<file path="config.mk">
export PLATFORM = sky130hd
export DESIGN_NAME = rtc_bcd_clock
export DESIGN_NICKNAME = d
export VERILOG_FILES = /design/src/rtl/rtc_bcd_clock.sv
export SDC_FILE = /design/constraint.sdc
export NUM_CORES = 1
export LEC_CHECK = 0
export CAP_MARGIN = 20
export CORE_ASPECT_RATIO = 1.1
export CORE_MARGIN = 2
export CORE_UTILIZATION = 45
export CTS_CLUSTER_DIAMETER = 40
export DETAILED_ROUTE_END_ITERATION = 7
export GPL_TIMING_DRIVEN = 1
export PLACE_DENSITY_LB_ADDON = 0.08
export REMOVE_ABC_BUFFERS = 1
export SLEW_MARGIN = 10
export SYNTH_ARGS = -nofsm -noshare
export SYNTH_HDL_FRONTEND = slang
export SYNTH_SLANG_ARGS = --single-unit
</file>
<file path="constraint.sdc">
create_clock -name clk -period 6 [get_ports clk]
set_clock_uncertainty 0.05 [all_clocks]
set_input_delay 1.2 -clock clk [delete_from_list [all_inputs] [get_ports clk]]
set_output_delay 1.2 -clock clk [all_outputs]
set_load 0.01 [all_outputs]
</file>
<file path="src/rtl/rtc_bcd_clock.sv">
// BCD calendar clock: loads a datetime from the RTC reader and advances it once per
// prescaler period, walking the carry chain one field per clock cycle.
module rtc_bcd_clock #(
  parameter int c_clk_mhz = 25,
  parameter int c_div     = c_clk_mhz * 1000000
) (
  input  logic        clk,
  input  logic        reset,
  input  logic        load,
  input  logic [55:0] datetime_i,
  output logic [55:0] datetime_o,
  output logic        pps,
  output logic        busy,
  output logic        valid
);

  localparam int c_pre_w = (c_div > 2) ? $clog2(c_div) : 1;
  localparam logic [c_pre_w-1:0] c_pre_max = c_pre_w'(c_div - 1);

  // idle: wait for terminal count | sec..year: carry walk, one field per cycle
  typedef enum logic [2:0] {
    st_idle, st_sec, st_min, st_hour, st_day, st_mon, st_year
  } state_t;

  state_t             state;
  logic [c_pre_w-1:0] prescaler;
  logic [7:0]         yy, mo, dd, wd, hh, mi, ss;
  logic               tc;

  function automatic logic [7:0] bcd_inc(input logic [7:0] v);
    return (v[3:0] == 4'd9) ? {v[7:4] + 4'd1, 4'd0} : {v[7:4], v[3:0] + 4'd1};
  endfunction

  // Binary YY mod 4 == 0 expressed on BCD digits: tens parity selects the unit set.
  function automatic logic is_leap(input logic [7:0] y);
    if (y[4]) return (y[3:0] == 4'd2) || (y[3:0] == 4'd6);
    else      return (y[3:0] == 4'd0) || (y[3:0] == 4'd4) || (y[3:0] == 4'd8);
  endfunction

  function automatic logic [7:0] last_day(input logic [7:0] m, input logic [7:0] y);
    case (m)
      8'h02:                      return is_leap(y) ? 8'h29 : 8'h28;
      8'h04, 8'h06, 8'h09, 8'h11: return 8'h30;
      default:                    return 8'h31;
    endcase
  endfunction

  assign tc         = (prescaler == c_pre_max);
  assign datetime_o = {yy, mo, dd, wd, hh, mi, ss};

  always_ff @(posedge clk) begin
    if (reset) begin
      prescaler <= '0;
      state     <= st_idle;
      yy        <= 8'h00;
      mo        <= 8'h01;
      dd        <= 8'h01;
      wd        <= 8'h01;
      hh        <= 8'h00;
      mi        <= 8'h00;
      ss        <= 8'h00;
      pps       <= 1'b0;
      busy      <= 1'b0;
      valid     <= 1'b0;
    end else begin
      pps <= 1'b0;
      if (load || tc) prescaler <= '0;
      else            prescaler <= prescaler + c_pre_w'(1);

      if (load) begin
        {yy, mo, dd, wd, hh, mi, ss} <= datetime_i;
        state <= st_idle;
        busy  <= 1'b0;
        valid <= 1'b1;
      end else begin
        case (state)
          st_idle: begin
            if (tc) begin
              state <= st_sec;
              busy  <= 1'b1;
            end
          end
          st_sec: begin
            if (ss == 8'h59) begin
              ss    <= 8'h00;
              state <= st_min;
            end else begin
              ss    <= bcd_inc(ss);
              state <= st_idle;
              busy  <= 1'b0;
              pps   <= 1'b1;
            end
          end
          st_min: begin
            if (mi == 8'h59) begin
              mi    <= 8'h00;
              state <= st_hour;
            end else begin
              mi    <= bcd_inc(mi);
              state <= st_idle;
              busy  <= 1'b0;
              pps   <= 1'b1;
            end
          end
          st_hour: begin
            if (hh == 8'h23) begin
              hh    <= 8'h00;
              state <= st_day;
            end else begin
              hh    <= bcd_inc(hh);
              state <= st_idle;
              busy  <= 1'b0;
              pps   <= 1'b1;
            end
          end
          st_day: begin
            // Weekday moves on every day carry, independent of the month wrap.
            wd <= (wd == 8'h07) ? 8'h01 : bcd_inc(wd);
            if (dd == last_day(mo, yy)) begin
              dd    <= 8'h01;
              state <= st_mon;
            end else begin
              dd    <= bcd_inc(dd);
              state <= st_idle;
              busy  <= 1'b0;
              pps   <= 1'b1;
            end
          end
          st_mon: begin
            if (mo == 8'h12) begin
              mo    <= 8'h01;
              state <= st_year;
            end else begin
              mo    <= bcd_inc(mo);
              state <= st_idle;
              busy  <= 1'b0;
              pps   <= 1'b1;
            end
          end
          st_year: begin
            yy    <= (yy == 8'h99) ? 8'h00 : bcd_inc(yy);
            state <= st_idle;
            busy  <= 1'b0;
            pps   <= 1'b1;
          end
          default: begin
            state <= st_idle;
            busy  <= 1'b0;
          end
        endcase
      end
    end
  end

endmodule

</file>
### Word level (Yosys, flattened, before mapping)

Cells that the tools add are included.

* register bits: 87
* logic and storage cells: 158

* equality and inequality tests: 36
* muxes and demuxes: 58
* reduce and logical (&&, ||, !) cells: 30
* $add $sub $neg: 15

Operators by type and width (number)
* 2-to-1 mux 8 bit: 31
* adder 4 x 1 -> 4 bit, second input constant: 14
* == test 4 bit, second input constant: 8
* adder 25 x 1 -> 25 bit, second input constant: 1
* == test 25 bit, second input constant: 1
* == test 8 x 3 -> 1 bit, second input constant: 3
* nonzero test 3 bit: 7
* one-hot mux 3 bit (6 select lines): 1
* 2-to-1 mux 1 bit: 17
* == test 8 x 5 -> 1 bit, second input constant: 2
* == test 8 x 7 -> 1 bit, second input constant: 2
* AND reduction 2 bit: 7
* 2-to-1 mux 3 bit: 4
* != test 2 bit, second input constant: 6
* one-hot mux 1 bit (6 select lines): 2
* nonzero test 2 bit: 6
* one-hot mux 5 bit (2 select lines): 1
* == test 3 bit, second input constant: 3
* == test 4 x 3 -> 1 bit, second input constant: 2
* == test 8 x 2 -> 1 bit, second input constant: 1
* == test 8 x 4 -> 1 bit, second input constant: 1
* == test 8 x 6 -> 1 bit, second input constant: 1
* == test 8 bit: 1
* == test 8 bit, second input constant: 1
* 10 further kinds: 16

### Longest topological paths before layout

Gate-level depths: netlist of the first run.

* depth in word-level cells: 17
* depth in mapped cells: 9

### Worst setup path after synthesis of the first run

Ideal clock, no wire load.

* path type: reg-to-reg
* start: reg mo[4]
* end: reg busy
* buffers on the path: 0
* arrival time: 2.731 ns
* slack: 3.100 ns
* library setup time: 0.119 ns
* period minus slack after synthesis: 2.900 ns
* cell stages (with the launch flop): 10
* cells stage by stage: dfxtp_1 > inv_1 > ha_1 > or4b_1 > or4b_1 > a2111o_1 > and4b_1 > o21ai_2 > and4b_1 > o221a_1

* word-level cells in the longest chain between the ends: 9

Ends and longest elaborated chain
* start: declaration: line 27 `logic [7:0] yy, mo, dd, wd, hh, mi, ss;`
* start signal: assignment: line 71 `{yy, mo, dd, wd, hh, mi, ss} <= datetime_i;`
* start signal: assignment: line 134 `mo <= bcd_inc(mo);`
* == test 8 x 3 -> 1 bit, or another cell as far along: line 41 `case (m)`
* OR reduction 4 bit: line 41
* one-hot mux 5 bit (2 select lines): line 41
* 2-to-1 mux 8 bit: line 76 `case (state)`
* 2-to-1 mux 8 bit: line 70 `if (load) begin`
* 2-to-1 mux 8 bit: line 52 `if (reset) begin`
* == test 8 bit: line 119 `if (dd == last_day(mo, yy)) begin`
* != test 2 bit (no line)
* AND reduction 6 bit (no line) *
* end signal: assignment: line 63 `busy <= 1'b0;`
* end signal: assignment: line 125 `busy <= 1'b0;`
* end signal: assignment: line 136 `busy <= 1'b0;`
* end: declaration: line 13 `output logic busy,`

Every way passes the cells marked *; elsewhere a longest branch is shown, timed or not. The select of a mux whose other input is x is not followed.
A chain may end at the register's enable or synchronous reset.

### Final worst setup path of the first run

* start: reg mo[5]
* end: reg pps

* word-level cells in the longest chain between the ends: 9

Ends and longest elaborated chain
* == test 8 x 3 -> 1 bit, or another cell as far along: line 41
* OR reduction 4 bit: line 41
* one-hot mux 5 bit (2 select lines): line 41
* 2-to-1 mux 8 bit: line 76
* 2-to-1 mux 8 bit: line 70
* 2-to-1 mux 8 bit: line 52
* == test 8 bit: line 119
* 2-to-1 mux 1 bit: line 119
* one-hot mux 1 bit (6 select lines) *: line 76
* end signal: assignment: line 62 `pps <= 1'b0;`
* end signal: assignment: line 66 `pps <= 1'b0;`
* end signal: assignment: line 126 `pps <= 1'b1;`
* end: declaration: line 12 `output logic pps,`

Marks and branches as above.

==> summary.md, run 1 <==
| Metric | Value |
|---|---|
| TritonCTS clock tree | yes |
| Sw Share | 0.2685 |
| GPL Wtd Cong | 0.8379 |
| Post-cts sizing count | 0 |
| Vias per inst | 5.447 |
| Gate Count Post-Synth | 629 |
| Setup_tns | 0 ns |
| CP max FO | 9 |
| Antenna-violating nets left | 0 |
| Total Routing Usage GR | 0.2137 |
| Flops & latches, synth | a little under 90 |
| Worst r2r src | mo[5] |
| Area growth, synth to finish | 30.88% |
| Initial Utilization | 0.4558 |
| RSZ-0062 raised after global routing | false |
| Hold path depth | 1 |
| P_int | 0.001002 W |
| Largest net degree at the start of global routing | 58 |
| Final-stage net count | 810 |
| Final Cycle Share | 0.5132 |
| Post-synth top cells | nor2_1, dfxtp_1, a21oi_1 |
| Headroom to the max-slew limit | 0.4840 |
| Max cap viols | 0 |
| Wire length on met2 | 5.904 mm |
| Cell taking the most area after synthesis | dfxtp_1 |
| Synth Warn # | 0 |
| Total clock sinks | 87 |
| Sequential cell area fraction in the yosys report | 0.3535 |
| Buffer count from post-CTS setup fixing | 0 |
| Endpoint class of the critical path | flip-flop |
| Min-Delay Path Class | reg2reg |
| Reg2reg path depth | 9 |
| Net Sw Power | 0.0003678 W |
| Final count of negative-setup-slack endpoints | 0 |
| Worst EP arrival | 3.26 ns |
| First-pass GRT wire length | 21.18 mm |
| CTS root buffer | clkbuf_16 |
| Clk slew on worst S/H paths | ~0.06 ns |
| Asr flop ratio synth | 0 |
| Layout cell share with drive strength beyond 1 | 0.03274 |
| Die footprint | between 10000 and 15000 um2 |
| Vias in the first global route | 4525 |
| Mean Syn Cell Area | 7.833 um2 |
| CTS H-tree depth | 3 |
| Core outline area | 10810 um2 |
| Startpoint Class | flip-flop |
| WL/cell | around 14 um |
| Die W | 103.8 um |
| I/O Buffers | around 120 |
| Req. time, crit path | 6.18 ns |
| Status | finished, final reports clean |
| Commonest register cell after synthesis | dfxtp_1 |
| DRT iter0 DRCs | roughly 190 |
| Dpl hpwl | 9.036 mm |
| Grt total ovfl | 0 |
| Worst Setup Path Type | reg2reg |
| Initial antenna violation count | 0 |
| M1 WL | 5.773 mm |
| Leading cell type by number of instances after synthesis | nor2_1 |
| Pleak | 2.366 nW |
| Clock network power share | 0.385 |
| Peak VDD IR | 0.1262 mV |
| Non-Filler Instances | 880 |
| Pwr Density | 212.5 nW/um2 |
| I/O pins | 118 |
| Detailed-route wire length | approximately 13 mm |
| Top cells by area, synth | dfxtp_1, nor2_1, ha_1 |
| FMAX | 324.8 MHz |
| Number of synthesized flops with an enable pin | 0 |
| Post-Place Cell Area | 6170 um2 |
| Share of power burned in registers | 0.465 |
| Met3 WL | 730 um |
| Latest clock arrival within the worst-skew pair | 0.34 ns |
| Clock Tree Buf Depth | 2 |
| CTS buffer count | 9 |
| # diodes | 0 |
| Mapped Area | 4927 um2 |
| Initial DRT Pass Iterations | 4 |
| Die Span Y | roughly 110 um |
| DRC | 0 |
| Final min period | a little over 3 ns |
| Max layer used | met4 |
| RR Endpoint | pps |
| Final Max Slew Viols | 0 |
| FP Rows | 40 |
| Hold Buf Count CTS | 0 |
| Setup slack, reg-to-reg | 2.92 ns |
| Synth top area share | 0.3535 |
| Hold Slack | 0.4235 ns |
| Final Cell Area | 6449 um2 |
| Slew @ Worst Pin | about 0.77 ns |
| Comb pwr share | 0.150 |
| Hold worst-path end | prescaler[0] |
| Synth cell types | 61 |
| Detailed-route via count | 4793 |
| Hold path startpoint | prescaler[0] |
| Post-Place Cells | 864 |
| Hold Fails Final Rpt | 0 |
==> worst max path at each step <==
stage | startpoint | endpoint | slack, ns | cells after the start
after CTS | mo[5] | dd[5] | 2.93 | 9
after global placement | load | hh[6] | 2.80 | 7
final | mo[5] | pps | 2.92 | 9
after floorplan | mo[4] | busy | 3.10 | 9
after detailed placement | load | hh[6] | 2.77 | 7
after global routing | mo[5] | busy | 2.77 | 9
==> cell families (layout without fill, tap and decap cells) <==
kind of cell               after synthesis  in the layout  synth area share
muxes                                   11             11           0.02235
and+or+nand+nor                        278            278            0.2806
AOI/OAI and AO/OA                      142            142            0.1805
adders and majority gates               23             23           0.05841
xor gates and xnor gates                36             36           0.06399
buffers and inverters                   52            156           0.04063
DFF                                     87             87            0.3535
==> metal layers <==
layer / global-route usage / vias up
met4: 0.06847 / 0
li1: - / 2435
met2: 0.3744 / 113
met5: 0 / -
met1: 0.2634 / 2236
met3: 0.04686 / 9
==> power by group through the flow <==
stage	Combinational (W)	Clock, W	Sequential, W
final	0.000206	0.000527	0.000637
after global routing	0.000225	0.000568	0.000642
after CTS	0.000207	0.000544	0.000637
after detailed placement	0.000206	0	0.000650
after global placement	0.000203	0	0.000649
after floorplan	0.0000806	0	0.000652
==> worst max-delay path: stages, from the launching register on <==
cell	delay, ns
dfxtp_1	0.34
inv_1	0.10
ha_1	0.21
or4b_1	0.48
or4b_1	0.47
a2111o_1	0.46
a211oi_2	0.26
nor2_1	0.22
o21a_1	0.21
o21a_1	0.16
==> layout by cell type (no fill, tap or decap), drive strengths merged, types with 14 or more instances in the layout <==
| master | netlist | routed |
|---|---|---|
| a211oi | 16 | 16 |
| a21oi | 53 | 53 |
| clkdlybuf4s50 | 0 | 115 |
| dfxtp | 87 | 87 |
| ha | 23 | 23 |
| inv | 20 | 23 |
| nand2 | 44 | 44 |
| nand3 | 31 | 31 |
| nor2 | 106 | 106 |
| nor3 | 17 | 17 |
| o21ai | 31 | 31 |
| xnor2 | 14 | 14 |
| xor2 | 22 | 22 |
==> through the flow <==
| stage | setup slack [ns] | util | total power [W] |
|---|---|---|---|
| finish | 2.921 | 0.5965 | 0.001370 |
| global placement | 2.805 | 0.5707 | 0.0008515 |
| detailed placement | 2.767 | 0.5707 | 0.0008551 |
| CTS | 2.933 | 0.5965 | 0.001388 |
| floorplan | 3.100 | - | 0.0007329 |
| global route | 2.767 | 0.5965 | 0.001435 |
==> registers in the layout, indices dropped and copies added, names as in the netlist <==
signal	count
hh	8
prescaler	25
valid	1
mo	8
wd	8
state	3
mi	8
pps	1
ss	8
yy	8
busy	1
dd	8
==> final cells by class <==
type / instances / area (um2)
Inverter: 20 / 75.07
Tap cell: 147 / 183.9
Sequential cell: 87 / 1742
Fill cell: 1038 / 4362
Multi-Input combinational cell: 490 / 2985
Clock buffer: 10 / 229.0
Timing Repair Buffer: 120 / 1184
Clock inverter: 6 / 50.05
(Power assumes the default switching activity.)
==> inputs of run 2 (changes only) <==
- clock period: 6 -> 2.8 ns (I/O delays scaled with it)
==> summary.md, run 2 (same netlist as run 1, synthesis figures left out) <==
| Metric | Value |
|---|---|
| Final Max Slew Viols | 0 |
| Die Span Y | 113.7 um |
| WL/cell | 14.74 um |
| Total clock sinks | 87 |
| CTS H-tree depth | 3 |
| First-pass GRT wire length | 21.85 mm |
| Core outline area | 10810 um2 |
| Dpl hpwl | around 9.4 mm |
| Detailed-route via count | 5020 |
| Violated checks | negative setup slack |
| Final-stage net count | around 840 |
| Final core occ | 0.6282 |
| FP Rows | 40 |
| Endpoint class of the critical path | flip-flop |
| Min-Delay Path Class | reg2reg |
| Initial antenna violation count | 0 |
| Post-Place Cell Area | 6317 um2 |
| Largest Register | prescaler |
| Final min period | 2.906 ns |
| Final Cycle Share | 1.038 |
| Largest register FFs | 25 |
| DRT iter0 DRCs | 257 |
| Commonest non-fill, non-tap cell in the layout | clkdlybuf4s50_1 |
| Detailed-route wire length | 13.40 mm |
| DRC | 0 |
| Peak VDD IR | 0.2541 mV |
| Most frequent cells in the layout | clkdlybuf4s50_1, nor2_1, dfxtp_1 |
| Hold Slack | 0.4070 ns |
| Total Routing Usage GR | 0.2233 |
| Pwr Density | 450.4 nW/um2 |
| Initial Utilization | 0.4558 |
| GPL Wtd Cong | 0.8415 |
| # diodes | 0 |
| Req. time, crit path | around 3.0 ns |
| Area growth, synth to finish | 37.84% |
| Clk slew on worst S/H paths | 0.07 ns |
| CTS root buffer | clkbuf_16 |
| CTS buffer count | 9 |
| Latest clock arrival within the worst-skew pair | 0.34 ns |
| I/O pins | 118 |
| Hold Fails Final Rpt | 0 |
| Headroom to the max-slew limit | 0.5403 |
| Largest net degree at the start of global routing | 59 |
| Max cap viols | 0 |
| Final WS setup | -0.1058 ns |
| I/O Buffers | 117 |
| FMAX | ~340 MHz |
| Worst Setup Path Type | reg2reg |
| Grt total ovfl | 0 |
| Status | finished, violations left |
| Initial DRT Pass Iterations | 5 |
| Worst EP arrival | ~3.1 ns |
| Pleak | 2.539 nW |
| Final count of negative-setup-slack endpoints | 4 |
| Die footprint | between 10000 and 15000 um2 |
| Vias in the first global route | around 4700 |
| Layout cell share with drive strength beyond 1 | 0.09580 |
| Startpoint Class | flip-flop |
| RSZ-0062 raised after global routing | true |
| Antenna-violating nets left | 0 |
| Hold Buf Count CTS | 0 |
| Slew @ Worst Pin | 0.6802 ns |
| Clock Tree Buf Depth | 2 |
| Final Cell Area | between 6000 and 7000 um2 |
| Die W | roughly 100 um |
| Vias per inst | 5.523 |
| Layout filler cell count | about 1000 |
| TritonCTS clock tree | yes |
| CP max FO | 3 |
## run 2: cell count changes in the layout (fill, tap and decap cells not counted), sizes merged
| cell | previous run | this run |
|---|---|---|
| buf | 5 | 34 |
| clkbuf | 10 | 11 |
| clkinv | 1 | 0 |
| clkinvlp | 2 | 1 |
| inv | 23 | 24 |
## run 2: stage by stage
step,total power (W),TNS [ns],cells,setup WS [ns]
2_1_floorplan,0.001570,-0.2319,597,-0.09984
3_3_place_gp,0.001845,-0.1477,882,-0.05248
3_5_place_dp,0.001854,-0.7820,882,-0.1683
4_1_cts,0.003073,-0.1245,906,-0.04563
5_1_grt,0.003191,-1.033,909,-0.2058
6_report,0.003059,-0.2038,909,-0.1058
## run 2: final cells by class
| class | instances | area (um2) | area share |
|---|---|---|---|
| clock inverters | 5 | 45.04 | 0.006632 |
| inverters | 20 | 75.07 | 0.01105 |
| clock buffers | 11 | 252.7 | 0.03721 |
| well taps | 147 | 183.9 | 0.02708 |
| flip-flops and latches | 87 | 1744 | 0.2568 |
| multi-input cells | 490 | 3065 | 0.4514 |
| repair buffers | 149 | 1425 | 0.2098 |
## run 2: worst paths after layout
check | cells after the start | from | slack, ns | endpoint
setup / recovery | 9 | mo[5] | -0.11 | busy
hold / removal | 1 | prescaler[0] | 0.41 | prescaler[0]
setup reg to reg | 9 | mo[5] | -0.11 | busy
hold reg to reg | 1 | prescaler[0] | 0.41 | prescaler[0]
## run 2: where the power goes
group / total (W) / switching, W / internal (W) / leakage [nW]
Clock: 0.00120 / 0.000537 / 0.000667 / 0.145
Combinational: 0.000501 / 0.000223 / 0.000278 / 1.68
Sequential: 0.00135 / 0.0000655 / 0.00129 / 0.713
Total: 0.00306 / 0.000826 / 0.00223 / 2.54
## run 2: metal layers
| metal | part of all wire | track usage | vias up |
|---|---|---|---|
| li1 | - | - | 2485 |
| met1 | 0.44 | 0.2682 | 2397 |
| met2 | 0.49 | 0.3921 | 125 |
| met3 | 0.061 | 0.06114 | 13 |
| met4 | 0.012 | 0.06847 | 0 |
| met5 | 0 | 0 | - |
## run 2: critical path, stage by stage, from the launching register on
cell and delay (ns):
dfxtp_2 0.32, inv_2 0.07, ha_4 0.13, or4b_4 0.46
or4b_1 0.48, a2111o_1 0.44, and4b_2 0.36, o21ai_2 0.07
and4b_1 0.20, o221a_1 0.21
## run 2: timing repair
action,in CTS,in global routing
pin swaps,1,3
gates cloned,0,0
gates resized for setup,8,17
endpoints found under the setup margin,7,13
setup buffers,8,3
==> inputs of run 3 (changes only) <==
- CAP_MARGIN: 20 -> 30
==> results of run 3 <==
Final layout, timing and power as in run 2 (identical DEF).
